**config.mk**
```make
export PLATFORM = sky130hd
export DESIGN_NAME = uart_tx
export DESIGN_NICKNAME = d
export VERILOG_FILES = /design/src/rtl/uart_pkg.sv /design/src/rtl/uart_tx.sv
export SDC_FILE = /design/constraint.sdc
export NUM_CORES = 1
export LEC_CHECK = 0
export CORE_ASPECT_RATIO = 0.8
export CORE_UTILIZATION = 57
export CTS_CLUSTER_DIAMETER = 120
export DETAILED_ROUTE_END_ITERATION = 8
export MAX_ROUTING_LAYER = met4
export PLACE_DENSITY = 0.82
export SLEW_MARGIN = 20
export SYNTH_ARGS = -nofsm -noshare
export SYNTH_HDL_FRONTEND = slang
export SYNTH_SLANG_ARGS = --single-unit
```
**constraint.sdc**
```tcl
create_clock -name clk -period 3.3 [get_ports clk]
set_input_delay 0.66 -clock clk [delete_from_list [all_inputs] [get_ports clk]]
set_output_delay 0.66 -clock clk [all_outputs]
set_load 0.01 [all_outputs]
```
**src/rtl/uart_pkg.sv**
```systemverilog
// Shared UART definitions: FSM state encoding, parity mode codes and the
// parity helper, reused by the transmitter and the future receiver.
package uart_pkg;

  localparam logic [2:0] ST_IDLE  = 3'd0;
  localparam logic [2:0] ST_START = 3'd1;
  localparam logic [2:0] ST_DATA  = 3'd2;
  localparam logic [2:0] ST_PAR   = 3'd3;
  localparam logic [2:0] ST_STOP  = 3'd4;

  localparam int PAR_NONE = 0;
  localparam int PAR_EVEN = 1;
  localparam int PAR_ODD  = 2;

  // Parity bit for a data word zero-extended to 8 bits (zero padding does
  // not change the XOR, so any DBIT in 5..8 can use it).
  function automatic logic parity_bit(input logic [7:0] data, input int mode);
    logic p;
    p = ^data;
    if (mode == PAR_ODD) begin
      p = ~p;
    end else begin
      p = p;
    end
    return p;
  endfunction

endpackage

```
**src/rtl/uart_tx.sv**
```systemverilog
// UART transmitter: start bit, DBIT data bits LSB first, optional parity
// bit, stop period. Bit timing comes from an external oversample strobe.
module uart_tx
  import uart_pkg::*;
#(
  parameter int DBIT       = 8,
  parameter int OVERSAMPLE = 16,
  parameter int SB_TICK    = 16,
  parameter int PARITY     = 0
) (
  input  logic            clk,
  input  logic            reset_n,
  input  logic            s_tick,
  input  logic            tx_start,
  input  logic [DBIT-1:0] din,
  output logic            tx_ready,
  output logic            tx_done_tick,
  output logic            tx
);

  // The tick counter must hold the last tick of the longest state.
  localparam int TICK_MAX = (OVERSAMPLE > SB_TICK) ? OVERSAMPLE : SB_TICK;
  localparam int TW       = $clog2(TICK_MAX);
  localparam int BW       = $clog2(DBIT + 1);

  localparam logic [TW-1:0] OS_LAST  = TW'(OVERSAMPLE - 1);
  localparam logic [TW-1:0] SB_LAST  = TW'(SB_TICK - 1);
  localparam logic [TW-1:0] TICK_ONE = TW'(1);
  localparam logic [BW-1:0] BIT_LAST = BW'(DBIT - 1);
  localparam logic [BW-1:0] BIT_ONE  = BW'(1);

  logic [2:0]      state_r, state_s;
  logic [TW-1:0]   tick_r, tick_s;
  logic [BW-1:0]   bit_r, bit_s;
  logic [DBIT-1:0] shift_r, shift_s;
  logic            par_r, par_s;
  logic            tx_r, tx_s;
  logic            ready_r;
  logic            done_r, done_s;
  logic [7:0]      din_ext_s;

  assign din_ext_s = 8'(din);

  // Next-state logic: counters only move on s_tick, except the IDLE launch.
  always_comb begin
    state_s = state_r;
    tick_s  = tick_r;
    bit_s   = bit_r;
    shift_s = shift_r;
    par_s   = par_r;
    done_s  = 1'b0;
    case (state_r)
      ST_IDLE: begin
        if (tx_start) begin
          state_s = ST_START;
          tick_s  = '0;
          bit_s   = '0;
          shift_s = din;
          par_s   = parity_bit(din_ext_s, PARITY);
        end else begin
          state_s = ST_IDLE;
        end
      end
      ST_START: begin
        if (s_tick) begin
          if (tick_r == OS_LAST) begin
            tick_s  = '0;
            state_s = ST_DATA;
          end else begin
            tick_s = tick_r + TICK_ONE;
          end
        end else begin
          tick_s = tick_r;
        end
      end
      ST_DATA: begin
        if (s_tick) begin
          if (tick_r == OS_LAST) begin
            tick_s  = '0;
            shift_s = {1'b0, shift_r[DBIT-1:1]};
            bit_s   = bit_r + BIT_ONE;
            if (bit_r == BIT_LAST) begin
              if (PARITY != PAR_NONE) begin
                state_s = ST_PAR;
              end else begin
                state_s = ST_STOP;
              end
            end else begin
              state_s = ST_DATA;
            end
          end else begin
            tick_s = tick_r + TICK_ONE;
          end
        end else begin
          tick_s = tick_r;
        end
      end
      ST_PAR: begin
        if (s_tick) begin
          if (tick_r == OS_LAST) begin
            tick_s  = '0;
            state_s = ST_STOP;
          end else begin
            tick_s = tick_r + TICK_ONE;
          end
        end else begin
          tick_s = tick_r;
        end
      end
      ST_STOP: begin
        if (s_tick) begin
          if (tick_r == SB_LAST) begin
            tick_s  = '0;
            state_s = ST_IDLE;
            done_s  = 1'b1;
          end else begin
            tick_s = tick_r + TICK_ONE;
          end
        end else begin
          tick_s = tick_r;
        end
      end
      default: begin
        state_s = ST_IDLE;
      end
    endcase
  end

  // Line level for the state being entered, so tx can be a plain register.
  always_comb begin
    tx_s = 1'b1;
    case (state_s)
      ST_IDLE:  tx_s = 1'b1;
      ST_START: tx_s = 1'b0;
      ST_DATA:  tx_s = shift_s[0];
      ST_PAR:   tx_s = par_s;
      ST_STOP:  tx_s = 1'b1;
      default:  tx_s = 1'b1;
    endcase
  end

  // State, datapath and output registers; reset leaves the line idle.
  always_ff @(posedge clk or negedge reset_n) begin
    if (!reset_n) begin
      state_r <= ST_IDLE;
      tick_r  <= '0;
      bit_r   <= '0;
      shift_r <= '0;
      par_r   <= 1'b0;
      tx_r    <= 1'b1;
      ready_r <= 1'b1;
      done_r  <= 1'b0;
    end else begin
      state_r <= state_s;
      tick_r  <= tick_s;
      bit_r   <= bit_s;
      shift_r <= shift_s;
      par_r   <= par_s;
      tx_r    <= tx_s;
      ready_r <= (state_s == ST_IDLE);
      done_r  <= done_s;
    end
  end

  assign tx           = tx_r;
  assign tx_ready     = ready_r;
  assign tx_done_tick = done_r;

endmodule

```
# ---- Word level (Yosys, flattened, before mapping)
# Index checks and enable logic that the tools add are counted.
# W data, S select, Z words.
dict set report word_totals {
  inputBits 12
  ff_bits 23
}
dict set report op_classes {
  n_eq_ne 13
  n_mux 28
  n_addsub 2
  n_reduce_logical 8
}
# op count
set ops {}
lappend ops {{$mux W3} 9}
lappend ops {{$mux W8} 3}
lappend ops {{$mux W4} 5}
lappend ops {{$pmux W4 S2} 2}
lappend ops {{$pmux W8 S2} 1}
lappend ops {{$pmux W3 S5} 1}
lappend ops {{$eq A3 B2 Y1 const B} 4}
lappend ops {{$add A4 B1 Y4 const B} 2}
lappend ops {{$reduce_xor A8 Y1} 1}
lappend ops {{$eq A3 B1 Y1 const B} 2}
lappend ops {{$logic_not A3 Y1} 2}
lappend ops {{$mux W1} 6}
lappend ops {{$ne A2 B2 Y1 const B} 3}
lappend ops {{$eq A4 B3 Y1 const B} 1}
lappend ops {{$eq A4 B4 Y1 const B} 1}
lappend ops {{$reduce_and A4 Y1} 1}
lappend ops {{$reduce_bool A2 Y1} 2}
lappend ops {{$reduce_or A4 Y1} 1}
lappend ops {{$eq A3 B3 Y1 const B} 1}
lappend ops {{$pmux W1 S3} 1}
lappend ops {{$reduce_and A3 Y1} 1}
lappend ops {{$ne A2 B1 Y1 const B} 1}

# ---- Logic depth before layout (Yosys ltp)
dict set report logic_depth {
  ltp_word 7
  mapped_depth 7
  ltp_nobuf 6
}

# ---- Worst setup path after synthesis
# OpenSTA, ideal clock, no wires.
dict set report synth_timing {
  path_kind {input -> register}
  startpoint {input port s_tick}
  endpoint {register shift_r[1]}
  path_buffers 1
  path_slack_ps 1459
  path_stages 6
  t_required_ps 3173
  arrival_time_ps 1713
  cell_sequence {and4_4 mux2i_1 or3_4 buf_2 a222oi_1 inv_1}
}
dict set report synth_between {
  elab_chain_len 2
}
# item line_no
set synth_rtl {}
lappend synth_rtl {{from (decl)} uart_tx.sv:13} ;# input logic s_tick,
lappend synth_rtl {{$ne A2 B2 Y1 (no line)} n/a}
lappend synth_rtl {{$reduce_and A4 Y1 (no line)} n/a}
lappend synth_rtl {{to (signal assigned)} uart_tx.sv:157} ;# shift_r <= shift_s;
lappend synth_rtl {{to (decl)} uart_tx.sv:35} ;# logic [DBIT-1:0] shift_r, shift_s;
# Every way passes these cells.
# A chain may end at the register's enable or synchronous reset.

# ---- Final worst setup path
dict set report layout_timing {
  startpoint {input port s_tick}
  endpoint {register bit_r[3]}
}
dict set report layout_between {
  elab_chain_len 2
}
# item line_no
set layout_rtl {}
lappend layout_rtl {{$ne A2 B2 Y1 (no line)} n/a}
lappend layout_rtl {{$reduce_and A4 Y1 (no line)} n/a}
lappend layout_rtl {{to (signal assigned)} uart_tx.sv:156} ;# bit_r <= bit_s;
lappend layout_rtl {{to (decl)} uart_tx.sv:34} ;# logic [BW-1:0] bit_r, bit_s;
# Every way passes these cells.

==> reports/summary.txt <==
Status: complete, no violations
DIE WIDTH: 52.4 um
Worst Hold Class: in -> async
Syn. warnings: 0
TritonCTS buffer count: 3
CTS tree: yes
Seq. cell area: 578 sq um
Worst path top cell family by delay: simple AND/OR/NAND/NOR gates
VDD IR max: 448 uV
Leading area contributor after synthesis: dfrtp_1
Clk Tree Root Cell: clkbuf_4
Type of the worst setup path: in -> reg
H-tree levels: 1
Placed Cells: 141
Area of the multi-input gates: 534 sq um
Critical register-to-register path startpoint: tick_r[0]$_DFFE_PN0P_
Most frequent cell after synthesis: dfrtp_1
Fill count: 153
Reg clk slew, reported paths: 0.13 ns
# IOs: 15
Share of cells above drive strength 1: 0.140
Max-cap violation count: 0
Full die area: 2220 sq um
Latest clock arrival within the worst-skew pair: 0.32 ns
Flop pwr share: 0.517
Critical Path Source: s_tick
Sw Share: 0.341
Worst setup margin: 1.08 ns
Setup crit end kind: flip-flop
Sequential cell area fraction in the yosys report: 0.498
Ant diodes: 0
CP max-delay cell: clkdlybuf4s50_1
Fin crit share: 0.673
Worst-path fanout max: 14
Unrepaired setup endpoints after global routing: false
Post-route DRC violation count: 0
Total wire length: 2320 um
Gate count of the mapped netlist: 105
Initial Util: 0.613
Max incr delay on CP: 0.55 ns
Core Box Area: 1890 sq um
Req. time, crit path: 3.56 ns
DR vias: 877
Synth unique cells: 42
Cell Chain, Critical Path: clkdlybuf4s50_1 > and4_4 > mux2i_1 > or3_4 > or3_1 > a21oi_1
GRT Util Overall: 0.263
Cts hold-fix bufs: 0
RePlAce Congestion: 0.835
Register bit total from synthesis: 23
Wire per inst: 16.0 um
Setup violations, final: 0
Pleak: 0.000594 uW
Port-buffer cells: 14
Mapped Avg Cell Area: 11.0 sq um
Worst slew margin: 0.664
Rows: 14
Internal power: 581 uW
Primary FF master, synth: dfrtp_1
CP Buf/Inv Count: 1
Area fraction of the dominant cell type after synthesis: 0.453
Pwr per Cell Area: 656 nW/um^2
Top post-synthesis cells by count: dfrtp_1 (21), inv_1 (9), xnor2_1 (8)
Asr flop ratio synth: 1.00
Sw power: 301 uW
Total gr overflow: 0
CTS Sinks: 23
Via-to-Cell Ratio: 6.05
Largest net degree at the start of global routing: 24
Post-Syn Area: 1160 sq um
Post-synth EDFFs: 0
DPL Wire Length: 1690 um
Post-CTS Setup Inserts: 0
Finished Layout Cells: 145
DRT Pass-1 Iters: 4
Pre-CTS WS: 0.754 ns
Vias in the first global route: 899
CP Launch Type: input pin
Number of routed nets with antenna violations: 0
Layout Skew: 0.00551 ns
Worst EP arrival: 2.48 ns
First-pass GRT wire length: 3990 um
Crit path time final: 2.22 ns
Syn Nets: 119
Power share of the combinational group: 0.331
Initial antenna violation count: 0
Fin nets: 136
CTS max path bufs: 2
Post-CTS Resized: 0
Slew @ Worst Pin: 0.505 ns
Layout area overhead: 16.0%
Overall Power: 882 uW
Final Hold Fails: 0
Die Ht: 42.3 um
Final Max Tran Viols: 0
1st-iter DRT viols: 38
Max Clock Freq: 450 MHz
Clock network power share: 0.152
Top post-synthesis cells by area: dfrtp_1 (45%), xnor2_1 (6.0%), a222oi_1 (5.2%)
Setup_tns: 0 ns
==> flip-flops by register name, summed over array words and instances, names as in the netlist <==
register,cells
tx,1
tx_done_tick,1
par_r,1
tick_r,4
state_r,3
bit_r,4
tx_ready,1
shift_r,8
==> worst register-to-register path, stage by stage, from the launching register on <==
cell	delay, ns
dfrtp_1	0.40
ha_1	0.25
and4_4	0.28
mux2i_1	0.08
or3_4	0.41
or3_1	0.37
a21oi_1	0.14
==> worst paths after layout <==
path / endpoint / depth (start not counted) / slack (ns)
worst max-delay path: bit_r[3]$_DFFE_PN0P_ / 6 / 1.08
worst min-delay path: tx_done_tick$_DFF_PN0_ / 1 / 0.28
worst max register to register: bit_r[3]$_DFFE_PN0P_ / 6 / 1.31
worst min register to register: shift_r[4]$_DFFE_PN0P_ / 2 / 0.50
max in group asynchronous: tx$_DFF_PN1_ / 1 / 2.66
min in group clk: shift_r[4]$_DFFE_PN0P_ / 2 / 0.50
==> cells by family (layout without fill, tap and decap cells) <==
logic type	Yosys count	count (layout)	synth area share
xor+xnor	8	8	0.0604
simple gates	28	28	0.163
flops	23	23	0.498
mux	4	4	0.0356
compound gates	28	28	0.180
buf+inv	12	28	0.0410
fa+ha+maj	2	2	0.0216
==> stage by stage <==
step	utilization	area, sq um	hold WS [ns]
4_1_cts	0.714	1350	0.511
5_1_grt	0.711	1350	0.328
2_1_floorplan	-	1160	0.364
3_3_place_gp	0.700	1320	0.476
3_5_place_dp	0.700	1320	0.483
6_report	0.711	1350	0.282
==> per-layer routing <==
layer	vias up	track usage	share of wire
li1	424	-	-
met1	425	0.319	0.44
met2	22	0.400	0.48
met3	6	0.0797	0.048
met4	0	0.121	0.025
met5	-	-	0
==> placed cells by master (no fill, tap or decap), drive strengths merged, types with 3 or more instances in the layout <==
| master | n |
|---|---|
| a21oi | 5 |
| a222oi | 6 |
| clkbuf | 4 |
| clkdlybuf4s50 | 13 |
| dfrtp | 21 |
| inv | 9 |
| mux2i | 3 |
| nand2 | 4 |
| nand3 | 3 |
| nor2 | 5 |
| o21ai | 6 |
| xnor2 | 8 |
==> layout make-up <==
cell class	instances	area share
tap	24	0.0223
timing repair buffer	15	0.106
inverter	9	0.0251
sequential	23	0.430
multi-input combinational	70	0.397
clock buffer	4	0.0195
==> power groups by stage <==
stage / logic, uW / clock network [uW] / registers (uW)
finish: 292 / 134 / 456
global route: 326 / 145 / 468
CTS: 295 / 135 / 454
detailed placement: 294 / 0 / 460
global placement: 283 / 0 / 454
floorplan: 215 / 0 / 443
No activity file was read; power rests on OpenSTA's default activity.
